<file path="src/rtl/result_serializer.sv">
// Result serializer: captures wide result words into a small FIFO and streams
// each word out LSB slice first as OUT_WIDTH beats with a valid/ready handshake.
module result_serializer #(
  parameter int DATA_WIDTH = 64,
  parameter int OUT_WIDTH  = 8,
  parameter int DEPTH      = 4
) (
  input  logic                           clk_i,
  input  logic                           rst_i,
  input  logic                           en_i,
  input  logic                           clear_i,
  input  logic                           valid_i,
  input  logic [DATA_WIDTH-1:0]          data_i,
  input  logic                           ready_i,
  output logic                           valid_o,
  output logic [OUT_WIDTH-1:0]           data_o,
  output logic                           last_o,
  output logic [$clog2(DEPTH+1)-1:0]     count_o,
  output logic                           overflow_o
);

  localparam int BEATS = DATA_WIDTH / OUT_WIDTH;
  localparam int BW    = (BEATS > 1) ? $clog2(BEATS) : 1;
  localparam int PW    = (DEPTH > 1) ? $clog2(DEPTH) : 1;
  localparam int CW    = $clog2(DEPTH + 1);

  localparam logic [0:0]    S_IDLE    = 1'b0;
  localparam logic [0:0]    S_SHIFT   = 1'b1;
  localparam logic [BW-1:0] LAST_BEAT = BW'(BEATS - 1);
  localparam logic [CW-1:0] FULL_CNT  = CW'(DEPTH);

  logic [DATA_WIDTH-1:0] mem [DEPTH];
  logic [0:0]            state_q;
  logic [PW-1:0]         wr_ptr_q, rd_ptr_q;
  logic [CW-1:0]         count_q, count_d;
  logic [BW-1:0]         beat_q;
  logic                  overflow_q;

  logic push, wr, drop, xfer, pop;
  logic [DATA_WIDTH-1:0] head;

  // Fullness is judged on the count at the start of the cycle, so a word
  // arriving on a full FIFO is dropped even if the head pops this same cycle.
  assign push = valid_i & en_i & ~clear_i;
  assign wr   = push & (count_q != FULL_CNT);
  assign drop = push & (count_q == FULL_CNT);
  assign xfer = valid_o & ready_i;
  assign pop  = xfer & (beat_q == LAST_BEAT);
  assign head = mem[rd_ptr_q];

  always_comb begin
    count_d = count_q;
    if (wr && !pop)      count_d = count_q + CW'(1);
    else if (!wr && pop) count_d = count_q - CW'(1);
  end

  // Storage deliberately has no reset; outputs are gated by valid_o instead.
  always_ff @(posedge clk_i) begin
    if (wr) mem[wr_ptr_q] <= data_i;
  end

  always_ff @(posedge clk_i or posedge rst_i) begin
    if (rst_i) begin
      state_q    <= S_IDLE;
      wr_ptr_q   <= '0;
      rd_ptr_q   <= '0;
      count_q    <= '0;
      beat_q     <= '0;
      overflow_q <= 1'b0;
    end else if (clear_i) begin
      state_q    <= S_IDLE;
      wr_ptr_q   <= '0;
      rd_ptr_q   <= '0;
      count_q    <= '0;
      beat_q     <= '0;
      overflow_q <= 1'b0;
    end else begin
      if (wr)   wr_ptr_q <= wr_ptr_q + PW'(1);
      if (pop)  rd_ptr_q <= rd_ptr_q + PW'(1);
      if (drop) overflow_q <= 1'b1;
      if (xfer) beat_q <= pop ? '0 : beat_q + BW'(1);
      count_q <= count_d;
      state_q <= (count_d != '0) ? S_SHIFT : S_IDLE;
    end
  end

  assign valid_o    = (state_q == S_SHIFT);
  assign last_o     = valid_o & (beat_q == LAST_BEAT);
  assign count_o    = count_q;
  assign overflow_o = overflow_q;

  always_comb begin
    data_o = '0;
    if (valid_o) data_o = head[beat_q*OUT_WIDTH +: OUT_WIDTH];
  end

endmodule
</file>
<file path="config.mk">
export PLATFORM = sky130hd
export DESIGN_NAME = result_serializer
export DESIGN_NICKNAME = d
export VERILOG_FILES = /design/src/rtl/result_serializer.sv
export SDC_FILE = /design/constraint.sdc
export NUM_CORES = 1
export LEC_CHECK = 0
export BUFFER_PORTS_ARGS = -buffer_cell sky130_fd_sc_hd__clkbuf_2
export CAP_MARGIN = 15
export CORE_ASPECT_RATIO = 0.8
export CORE_UTILIZATION = 60
export DETAILED_ROUTE_END_ITERATION = 10
export PLACE_DENSITY = 0.8
export SYNTH_ARGS = -nofsm -noshare
export SYNTH_HDL_FRONTEND = slang
export SYNTH_SLANG_ARGS = --single-unit
</file>
<file path="constraint.sdc">
create_clock -name clk_i -period 5.76 [get_ports clk_i]
set_input_delay 0 -clock clk_i [delete_from_list [all_inputs] [get_ports clk_i]]
set_output_delay 0 -clock clk_i [all_outputs]
set_load 0.01 [all_outputs]
</file>
# Word level (Yosys, flattened, before mapping)
# Memory sizes are Yosys's and may differ from the RTL's.
# Index checks and enable logic that the tools add are counted.
# totals
regBits	12
mem_bits_rw	256
input_bits	70
output_inout_bits	14
word_cells	50
mem_count	1
# classes
addsub	5
eq_ne	3
shifts	1
muxes	17
n_bitwise	8
reduce_logical	9
# mem_list
memory	depth	width	read_ports	rd_ports_with_merged_regs	write_ports	line	rtl
mem	4	64	1	0	1	32	logic [DATA_WIDTH-1:0] mem [DEPTH];
# ops
op	count
$shiftx 64x7->8	1
$mux 3	6
$mux 2	4
$mux 8	1
$reduce_bool 2->1	4
$and 1x1->1	7
$add 3x1->3 const B	2
$eq 3x3->1 const B	2
$mux 1	6
$add 2x1->2 const B	2
$ne 3x3->1 const B	1
$reduce_bool 3->1	1
$sub 3x1->3 const B	1
$logic_and 1x1->1	2
$logic_not 1->1	2
$not 1->1	1

# Logic depth before layout (Yosys ltp)
# Gate-level depths: netlist (run 1).
# depth
depth_word	10
mapped_depth	8
depth_no_buf	7

# Worst setup path before layout (run 1)
# No wires, ideal clock.
# synth_timing
path_kind	flip-flop to flip-flop
start	register count_q[0] (netlist: count_o[0])
end	memory mem[0][0], enable pin
setup_ps	429
t_arrival_ps	2713
required_time_ps	5331
path_slack_ps	2618
stages_incl_launch_ff	6
n_path_buf	1
period_less_slack_ps	3142
cell_sequence	dfrtp_1 -> inv_1 -> ha_1 -> a211oi_1 -> buf_2 -> and2_1
# synth_via
elab_chain_cells	4
# synth_rtl
item	line	rtl
start, declared	35	logic [CW-1:0] count_q, count_d;
start signal, assigned	82	count_q <= count_d;
$ne 3x3->1	45	assign wr = push & (count_q != FULL_CNT);
$and 1x1->1	45	
$mux 1	59	if (wr) mem[wr_ptr_q] <= data_i;
$mux 1 (implied by the code)	59	
end, declared	32	
# Every way passes these cells.

# Worst setup path after layout (run 1)
# layout_timing
start	register rd_ptr_q[0]
end	output data_o[1]
# layout_via
elab_chain_cells	3
# layout_rtl
item	line	rtl
start, declared	34	logic [PW-1:0] wr_ptr_q, rd_ptr_q;
start signal, assigned	79	if (pop) rd_ptr_q <= rd_ptr_q + PW'(1);
$mem_v2 4x64	--	
$shiftx 64x7->8	94	if (valid_o) data_o = head[beat_q*OUT_WIDTH +: OUT_WIDTH];
$mux 8	94	
end, declared	16	output logic [OUT_WIDTH-1:0] data_o,
# Every way passes these cells.

==> flow_metrics.env, run 1 <==
export IMPL_diodes=0
export IMPL_worstMarginPinSlew_ns=1.10
export IMPL_fin_crit_ns=3.52
export IMPL_synth_edf_count=256
export IMPL_cts_sinks=268
export IMPL_fin_area_um2=12800
export IMPL_core_area_um2=16800
export IMPL_routabilityCongestion=0.774
export IMPL_syn_nets=561
export IMPL_ios=84
export IMPL_first_iter_violations=489
export IMPL_synth_most_common_cell="edfxtp_1"
export IMPL_grt_use_total=0.248
export IMPL_synth_seq_cells=268
export IMPL_drc=0
export IMPL_synth_warning_count=0
export IMPL_fmax_mhz=284
export IMPL_async_reset_ff_frac=0.0448
export IMPL_routed_wl_um=21200
export IMPL_drive_gt1_frac=0.338
export IMPL_postPlaceCellArea_um2=11100
export IMPL_cap_violations=0
export IMPL_rows=42
export IMPL_crit_required_ns=5.76
export IMPL_cts_repair_resized=0
export IMPL_endpoint_kind="output pin"
export IMPL_synthTopCellsByArea="edfxtp_1 73%, mux4_2 14%, dfrtp_1 2.9%"
export IMPL_vdd_drop_max_uv=285
export IMPL_p_leak_nw=4.27
export IMPL_min_path_type="input pin to asynchronous set/reset pin"
export IMPL_die_y_um=120
export IMPL_grt_pass1_wl_um=32300
export IMPL_fp_dieW_um=150
export IMPL_synthCells=482
export IMPL_multiInputGateArea_um2=2340
export IMPL_numCtsBuffers=26
export IMPL_overflow=0
export IMPL_yosysSeqAreaShare=0.762
export IMPL_grt_pass1_vias=5702
export IMPL_synth_common_cells="256 x edfxtp_1, 64 x mux4_2, 17 x mux2_2, 17 x nor2_1, 12 x dfrtp_1"
export IMPL_area_delta_synth_final_pct=21.9
export IMPL_power_density_nw_per_um2=328
export IMPL_synth_top_area_cell="edfxtp_1"
export IMPL_fin_crit_sh=0.611
export IMPL_grt_max_degree=48
export IMPL_startpoint_type="flip-flop"
export IMPL_yosysTopAreaCellShare=0.734
export IMPL_synth_flop_cell="edfxtp_1"
export IMPL_fin_setup_tns_ns=0
export IMPL_htree_levels=1
export IMPL_portBuffers=83
export IMPL_viasPerCell=6.05
export IMPL_syn_area_um2=10500
export IMPL_slew_headroom=0.266
export IMPL_n_fill_cell=917
export IMPL_synth_cell_type_count=32
export IMPL_skew_ns=0.0107
export IMPL_cp_arrival_ns=3.52
export IMPL_wire_per_inst_um=23.9
export IMPL_cts_buffer_depth=3
export IMPL_place_hpwl_um=12000
export IMPL_final_seq_area_um2=7990
export IMPL_finalSetupViolCount=0
export IMPL_clk_latency_ns=0.52
export IMPL_synth_area_per_cell_um2=21.7
export IMPL_drv_slew=0
export IMPL_dr_pass1_iters=6
export IMPL_final_nets=725
export IMPL_cp_max_fo=47
export IMPL_start_util=0.623
export IMPL_antenna_found_initial=0
export IMPL_postRouteAntennaNets=0
export IMPL_cts_tree="done"
export IMPL_status="finished clean"
export IMPL_die_area_um2=18000
export IMPL_routed_via_count=5357
export IMPL_rsz0062_at_grt="no"
export IMPL_root_buffer="clkbuf_16"
export IMPL_hold_violations=0
export IMPL_clkTransAtPathRegs_ns=0.07
export IMPL_path_class="flip-flop to output pin"
## area by class of cell
class                           count  share of cell area
Timing Repair Buffer              162              0.0929
Sequential cell                   268               0.626
Clock inverter                     21              0.0217
Clock buffer                       27              0.0529
Tap cell                          220              0.0216
Multi-Input combinational cell    182               0.183
Inverter                            6             0.00176
## path summary, 6_finish.rpt
| path | start | to | slack (ns) | cells after the start |
|---|---|---|---|---|
| max | rd_ptr_q[0] | data_o[1] | 2.24 | 6 |
| min | rst_i | valid_o | 0.03 | 3 |
| max reg2reg | count_o[1] | mem[3][4] | 2.76 | 6 |
| min reg2reg | overflow_o | overflow_o | 0.53 | 2 |
| max in group asynchronous | rst_i | rd_ptr_q[0] | 5.37 | 3 |
| min in group clk_i | data_i[31] | mem[0][31] | 0.23 | 2 |
## kinds of logic (layout without fill, tap and decap cells)
family | Yosys count | count (layout) | share of synthesized area
xor gates and xnor gates | 6 | 6 | 0.00502
adders and majority gates | 9 | 9 | 0.0107
and+or+nand+nor | 43 | 43 | 0.0191
muxes | 92 | 92 | 0.166
AOI/OAI and AO/OA | 32 | 32 | 0.0219
DFF | 268 | 268 | 0.762
buffers and inverters | 32 | 216 | 0.0146
## where the power goes
part | switching [W] | total [W] | internal [W]
Combinational | 0.0000813 | 0.000161 | 0.0000799
Sequential | 0.00000995 | 0.00217 | 0.00216
Clock | 0.000724 | 0.00185 | 0.00113
## cells in the final DEF, fill, tap and decap left out, types with 2 or more instances in the layout
master	instances
buf_4	8
mux2i_1	11
xnor2_1	5
and3_1	2
nand2_1	9
inv_1	6
nand3_1	2
a221oi_1	7
clkbuf_16	27
and2_1	3
edfxtp_1	256
clkinv_2	5
nor3_1	2
dlygate4sd3_1	71
mux4_2	64
o221ai_1	8
clkinv_1	2
mux2_2	17
o21ai_0	2
dfrtp_1	10
ha_1	9
clkinvlp_4	7
bufinv_16	6
and2_2	4
nor2_1	17
a21oi_1	11
clkbuf_2	83
## stage by stage
| step | hold WS, ns | setup WS [ns] | power [W] | cells | utilization |
|---|---|---|---|---|---|
| 6_report | 0.0311 | 2.24 | 0.00418 | 886 | 0.759 |
| 3_3_place_gp | 0.000427 | 2.74 | 0.00233 | 767 | 0.661 |
| 3_5_place_dp | 0.0162 | 2.73 | 0.00233 | 767 | 0.661 |
| 5_1_grt | 0.0610 | 1.98 | 0.00429 | 886 | 0.759 |
| 4_1_cts | 0.0213 | 2.16 | 0.00420 | 886 | 0.759 |
| 2_1_floorplan | -0.135 | 2.62 | 0.00227 | 482 | - |
## worst max-delay path, stage by stage, from the launching register on
cell,delay [ns]
dfrtp_4,1.08
buf_4,0.52
mux4_2,0.56
mux2_2,0.28
o221ai_1,0.23
a21oi_1,0.12
clkbuf_2,0.17
## sequential cells by signal, indices dropped and copies added (netlist names)
register,cells
mem,256
rd_ptr_q,2
overflow_o,1
beat_q,3
count_o,3
valid_o,1
wr_ptr_q,2
## layer usage
layer | GRT usage | part of all wire | vias up
met2 | 0.409 | 0.50 | 214
met1 | 0.339 | 0.42 | 2757
met5 | 0 | 0 | -
met4 | 0.0878 | 0.030 | 0
li1 | - | - | 2336
met3 | 0.0438 | 0.056 | 50
## what timing repair did
item	in CTS	in global routing
hold buffers	71	0
hold endpoints to repair	280	0
setup buffers	0	0
No activity file was read; power rests on OpenSTA's default activity.
==> inputs of run 2 (changes only) <==
--- a/config.mk
+++ b/config.mk
@@ -5,6 +5,7 @@
 export SDC_FILE = /design/constraint.sdc
 export NUM_CORES = 1
 export LEC_CHECK = 0
+export ABC_AREA = 1
 export BUFFER_PORTS_ARGS = -buffer_cell sky130_fd_sc_hd__clkbuf_2
 export CAP_MARGIN = 15
 export CORE_ASPECT_RATIO = 0.8
==> constraint.sdc (replaced) <==
create_clock -name clk_i -period 3.5 [get_ports clk_i]
set_input_delay 0 -clock clk_i [delete_from_list [all_inputs] [get_ports clk_i]]
set_output_delay 0 -clock clk_i [all_outputs]
set_load 0.01 [all_outputs]
==> run 2 against run 1 <==
Hold slack got worse by 0.0077 ns; synthesized cell count increased by 99%; setup slack got worse by 1.4 ns; via count increased by 43%; sequential share of layout area decreased by 2.1 points; first-iteration DRC count increased by 77%; largest power group unchanged; combinational power increased to 2.6 times the previous value; routed wire length increased by 21%; sequential power increased by 65%; synthesized area increased by 5.3%; register-to-register slack got worse by 1.6 ns.
==> flow_metrics.env, run 2 <==
export IMPL_die_area_um2=18900
export IMPL_ios=84
export IMPL_fin_setup_tns_ns=0
export IMPL_core_area_um2=17600
export IMPL_syn_area_um2=11000
export IMPL_vdd_drop_max_uv=368
export IMPL_fin_crit_sh=0.753
export IMPL_post_cts_buffers=0
export IMPL_synth_seq_cells=268
export IMPL_cp_max_fo=73
export IMPL_yosysSeqAreaShare=0.724
export IMPL_die_y_um=123
export IMPL_clkTransAtPathRegs_ns=0.07
export IMPL_wire_per_inst_um=19.1
export IMPL_rows=43
export IMPL_final_seq_area_um2=7990
export IMPL_final_cell_count_no_fill=1337
export IMPL_final_nets=1175
export IMPL_cts_buffer_depth=3
export IMPL_grt_max_degree=129
export IMPL_routabilityCongestion=0.843
export IMPL_fp_dieW_um=154
export IMPL_path_class="flip-flop to output pin"
export IMPL_startpoint_type="flip-flop"
export IMPL_min_path_type="input pin to asynchronous set/reset pin"
export IMPL_place_hpwl_um=13900
export IMPL_root_buffer="clkbuf_16"
export IMPL_drv_slew=0
export IMPL_synthCells=958
export IMPL_htree_levels=1
export IMPL_grtUsageMet3=0.0428
export IMPL_fmax_mhz=379
export IMPL_power_density_nw_per_um2=521
export IMPL_clk_latency_ns=0.51
export IMPL_synth_top_area_cell="edfxtp_1"
export IMPL_dp_cells=1226
export IMPL_cts_tree="done"
export IMPL_first_iter_violations=866
export IMPL_largest_reg_flops=256
export IMPL_cap_violations=0
export IMPL_slew_headroom=0.474
export IMPL_cts_sinks=268
export IMPL_endpoint_kind="output pin"
export IMPL_synth_area_per_cell_um2=11.5
export IMPL_use_met2=0.476
export IMPL_synth_cell_type_count=20
export IMPL_hold_violations=0
export IMPL_dr_pass1_iters=5
export IMPL_ctsHoldBuffers=68
export IMPL_multiInputGateArea_um2=2700
export IMPL_viasPerCell=5.74
export IMPL_final_common_cell="nand2_1"
export IMPL_routed_via_count=7680
export IMPL_syn_nets=1037
export IMPL_synth_most_common_cell="nand2_1"
export IMPL_synthTopCellsByArea="edfxtp_1 70%, nand2_1 11%, nand3_1 8.4%"
export IMPL_cp_arrival_ns=2.64
export IMPL_p_leak_nw=5.10
export IMPL_mostFrequentLayoutCells="332 x nand2_1, 256 x edfxtp_1, 186 x nand3_1"
export IMPL_grt_use_total=0.279
export IMPL_synth_edf_count=256
export IMPL_yosysTopAreaCellShare=0.697
export IMPL_worstMarginPinSlew_ns=0.788
export IMPL_crit_required_ns=3.50
export IMPL_synth_common_cells="332 x nand2_1, 256 x edfxtp_1, 186 x nand3_1, 54 x nor2_1, 23 x buf_2"
export IMPL_cts_repair_resized=0
export IMPL_routed_wl_um=25600
export IMPL_area_delta_synth_final_pct=19.8
export IMPL_status="finished clean"
export IMPL_drc=0
export IMPL_antenna_found_initial=1
export IMPL_rsz0062_at_grt="no"
export IMPL_synth_flop_cell="edfxtp_1"
export IMPL_grt_pass1_wl_um=39800
export IMPL_fin_crit_ns=2.64
export IMPL_n_fill_cell=1104
export IMPL_drive_gt1_frac=0.127
export IMPL_async_reset_ff_frac=0.0448
export IMPL_met1_usage=0.367
export IMPL_postRouteAntennaNets=0
export IMPL_overflow=0
export IMPL_regMostFlops="mem"
export IMPL_busiest_layer="met2"
export IMPL_portBuffers=83
export IMPL_numCtsBuffers=25
export IMPL_synth_warning_count=0
export IMPL_grt_pass1_vias=7585
export IMPL_skew_ns=0.0102
export IMPL_start_util=0.625
export IMPL_finalSetupViolCount=0
-- run 2: changes by cell type after synthesis, sizes merged, moves of 20 or more --
| cell | before | now |
|---|---|---|
| o21ai | 2 | 26 |
| buf | 18 | 38 |
| nand3 | 2 | 186 |
| nand2 | 9 | 333 |
| nor2 | 17 | 54 |
| mux4 | 64 | 0 |
-- run 2: kinds of logic (layout without fill, tap and decap cells) --
| logic type | count (synthesis) | in the layout | share of synthesized area |
|---|---|---|---|
| adders and majority gates | 9 | 9 | 0.0102 |
| buffers and inverters | 75 | 228 | 0.0336 |
| AOI/OAI and AO/OA | 31 | 31 | 0.0145 |
| xor gates and xnor gates | 1 | 1 | 0.000794 |
| DFF | 268 | 268 | 0.724 |
| other | 0 | 1 | 0 |
| and+or+nand+nor | 574 | 574 | 0.217 |
-- run 2: final cells by class --
cell class	instances	area share
Clock buffer	29	0.0485
Clock inverter	13	0.0165
Sequential cell	268	0.605
Multi-Input combinational cell	615	0.205
Timing Repair Buffer	163	0.0974
Inverter	23	0.00663
Tap cell	225	0.0213
Antenna cell	1	0.000189
-- run 2: per-stage QoR --
step / cell area [um2] / power, W / utilization / setup slack (ns) / hold WS (ns)
floorplan: 11000 / 0.00384 / - / -0.614 / -0.135
global placement: 11700 / 0.00400 / 0.661 / 1.22 / 0.00704
detailed placement: 11700 / 0.00401 / 0.661 / 1.15 / 0.0124
CTS: 13200 / 0.00689 / 0.749 / 0.910 / 0.0241
global route: 13200 / 0.00705 / 0.749 / 0.736 / 0.0927
finish: 13200 / 0.00688 / 0.749 / 0.865 / 0.0234
-- run 2: power by group --
group | leakage (nW) | switching (W) | internal [W]
logic | 2.21 | 0.000260 | 0.000165
clock network | 0.423 | 0.00112 | 0.00175
registers | 2.47 | 0.0000314 | 0.00356
total | 5.10 | 0.00141 | 0.00547
-- run 2: worst paths after layout --
path	start	endpoint	slack, ns	cells past startpoint
setup reg to reg	count_o[0]	mem[1][35]	1.17	6
hold reg to reg	overflow_o	overflow_o	0.51	1
setup / recovery	rd_ptr_q[0]	data_o[4]	0.86	11
max in group asynchronous	rst_i	rd_ptr_q[0]	3.13	3
min in group clk_i	en_i	wr_ptr_q[0]	0.10	5
hold / removal	rst_i	wr_ptr_q[1]	0.02	3
-- run 2: metal layers --
layer	vias up	wire, um
li1	3588	-
met1	3697	10300
met2	336	12500
met3	59	1880
met4	0	869
met5	-	0
-- run 2: critical path, stage by stage, from the launching register on --
cell	delay (ns)
dfrtp_4	0.50
clkinv_2	0.21
buf_12	0.31
nand2_1	0.13
nand3_1	0.10
nand2_1	0.06
nand2_1	0.12
nand2_1	0.07
nor2_1	0.14
nor2_1	0.05
nor2_1	0.20
clkbuf_2	0.17
==> inputs of run 3 (changes only) <==
--- a/config.mk
+++ b/config.mk
@@ -5,13 +5,13 @@
 export SDC_FILE = /design/constraint.sdc
 export NUM_CORES = 1
 export LEC_CHECK = 0
-export ABC_AREA = 1
+export ABC_AREA = 0
 export BUFFER_PORTS_ARGS = -buffer_cell sky130_fd_sc_hd__clkbuf_2
 export CAP_MARGIN = 15
 export CORE_ASPECT_RATIO = 0.8
-export CORE_UTILIZATION = 60
+export CORE_UTILIZATION = 59
 export DETAILED_ROUTE_END_ITERATION = 10
-export PLACE_DENSITY = 0.8
+export PLACE_DENSITY = 0.79
 export SYNTH_ARGS = -nofsm -noshare
 export SYNTH_HDL_FRONTEND = slang
 export SYNTH_SLANG_ARGS = --single-unit
==> constraint.sdc (replaced) <==
create_clock -name clk_i -period 2.6 [get_ports clk_i]
set_input_delay 0 -clock clk_i [delete_from_list [all_inputs] [get_ports clk_i]]
set_output_delay 0 -clock clk_i [all_outputs]
set_load 0.01 [all_outputs]
==> run 3 against run 2 <==
The flow now finishes with violations (negative setup slack); sequential cell count unchanged; sequential power up 34%; clock skew about the same; non-clock buffer count up 17; cell count down 32%; hold slack better by 0.0079 ns; clock power up 38%; largest cell class unchanged; largest power group unchanged.
==> flow_metrics.env, run 3 (synthesized netlist as in run 1, its figures left out) <==
export IMPL_clkTransAtPathRegs_ns=0.07
export IMPL_drc=0
export IMPL_final_util=0.762
export IMPL_viasPerCell=6.12
export IMPL_routabilityCongestion=0.820
export IMPL_core_area_um2=17400
export IMPL_die_area_um2=18300
export IMPL_grt_max_degree=37
export IMPL_cts_tree="done"
export IMPL_fp_dieW_um=151
export IMPL_endpoint_kind="output pin"
export IMPL_cp_arrival_ns=2.65
export IMPL_drive_gt1_frac=0.384
export IMPL_antenna_found_initial=1
export IMPL_grt_pass1_vias=5830
export IMPL_regMostFlops="mem"
export IMPL_htree_levels=1
export IMPL_timing_hold_ws_ns=0.0313
export IMPL_status="finished, violations left"
export IMPL_slew_headroom=0.464
export IMPL_largest_reg_flops=256
export IMPL_start_util=0.603
export IMPL_crit_required_ns=2.60
export IMPL_final_common_cell="edfxtp_1"
export IMPL_fin_crit_sh=1.02
export IMPL_drv_slew=0
export IMPL_cts_buffer_depth=3
export IMPL_cp_max_fo=5
export IMPL_r2r_slack_ns=0.37
export IMPL_hold_violations=0
export IMPL_power_density_nw_per_um2=691
export IMPL_worst_slack_ns=-0.0501
export IMPL_fin_setup_tns_ns=-0.0686
export IMPL_path_class="flip-flop to output pin"
export IMPL_dr_pass1_iters=5
export IMPL_failed_checks="negative setup slack"
export IMPL_r2r_end="mem[1][2]"
export IMPL_cts_sinks=268
export IMPL_final_cell_count_no_fill=908
export IMPL_first_iter_violations=523
export IMPL_dp_cells=784
export IMPL_r2r_start="count_o[0]"
export IMPL_finalSetupViolCount=2
export IMPL_die_y_um=121
export IMPL_min_path_type="input pin to asynchronous set/reset pin"
export IMPL_mostFrequentLayoutCells="256 x edfxtp_1, 81 x clkbuf_2, 72 x dlygate4sd3_1"
export IMPL_routed_wl_um=22900
export IMPL_area_delta_synth_final_pct=26.4
export IMPL_rows=43
export IMPL_cap_violations=0
export IMPL_grt_pass1_wl_um=33900
export IMPL_n_fill_cell=918
export IMPL_startpoint_type="flip-flop"
export IMPL_fin_crit_ns=2.65
export IMPL_clk_latency_ns=0.54
export IMPL_routed_via_count=5554
export IMPL_rsz0062_at_grt="yes"
export IMPL_fmax_mhz=377
export IMPL_wire_per_inst_um=25.2
export IMPL_skew_ns=0.0103
export IMPL_final_nets=742
export IMPL_grt_use_total=0.261
export IMPL_postRouteAntennaNets=0
export IMPL_numCtsBuffers=25
export IMPL_overflow=0
export IMPL_ios=84
export IMPL_worstMarginPinSlew_ns=0.804
export IMPL_p_leak_nw=4.44
export IMPL_vdd_drop_max_uv=543
export IMPL_portBuffers=83
export IMPL_dpl_worst_slack_ns=0.345
export IMPL_root_buffer="clkbuf_16"
export IMPL_place_hpwl_um=12600
export IMPL_reg2reg_depth=6
## run 3: changes by cell type in the layout (fill, tap and decap cells not counted), moves of 6 or more
cell	before	now
a221oi_2	0	6
buf_4	4	10
inv_1	17	6
mux2_2	0	14
mux2i_1	0	7
mux4_2	0	64
nand2_1	332	9
nand3_1	186	2
nor2_1	50	15
o21ai_0	9	2
o21ai_1	17	0
## run 3: cell type report
class / instances / area (um2) / area share
sequential: 268 / 8000 / 0.604
multi-input combinational: 182 / 2520 / 0.190
timing repair buffer: 180 / 1520 / 0.115
clock buffer: 29 / 671 / 0.0506
tap: 225 / 282 / 0.0213
clock inverter: 17 / 228 / 0.0172
inverter: 6 / 22.5 / 0.00170
antenna: 1 / 2.50 / 0.000189
## run 3: timing repair
item	CTS	global route
hold buffers	72	0
buffers inserted	3	1
gates cloned	3	1
pin swaps	4	4
hold endpoints to repair	280	0
endpoints found under the setup margin	8	8
resized for setup	31	12
## run 3: worst max-delay path, cell delays in order, from the launching register on
cell      delay [ns]
dfrtp_4         0.52
buf_6           0.16
buf_16          0.13
mux4_2          0.54
mux2_4          0.31
o221ai_4        0.21
a21oi_2         0.08
buf_2           0.16
## run 3: worst max path at each step
stage                 from        end  slack [ns]  cells past startpoint
4_1_cts        rd_ptr_q[0]  data_o[3]       -0.02                      7
3_3_place_gp   rd_ptr_q[0]  data_o[3]        0.35                      7
6_report       rd_ptr_q[0]  data_o[3]       -0.05                      7
5_1_grt        rd_ptr_q[0]  data_o[3]       -0.11                      7
3_5_place_dp   rd_ptr_q[0]  data_o[3]        0.34                      7
2_1_floorplan   count_o[0]  mem[0][0]        0.16                      5
## run 3: per-stage QoR
stage / area [um2] / total power (W)
CTS: 13200 / 0.00914
global placement: 11300 / 0.00516
detailed placement: 11300 / 0.00518
floorplan: 10500 / 0.00502
finish: 13200 / 0.00915
global route: 13200 / 0.00937
## run 3: report_power, final
part | total [W] | leakage, nW | switching [W] | internal [W]
sequential | 0.00482 | 2.47 | 0.0000274 | 0.00479
clock | 0.00395 | 0.434 | 0.00159 | 0.00236
combinational | 0.000387 | 1.54 | 0.000195 | 0.000192
total | 0.00915 | 4.44 | 0.00182 | 0.00734
## run 3: routing by layer
metal	track usage	wire [um]	up-vias
met5	0	0	-
met4	0.102	727	0
met3	0.0500	1950	49
met2	0.415	11200	300
met1	0.361	8990	2838
li1	-	-	2367
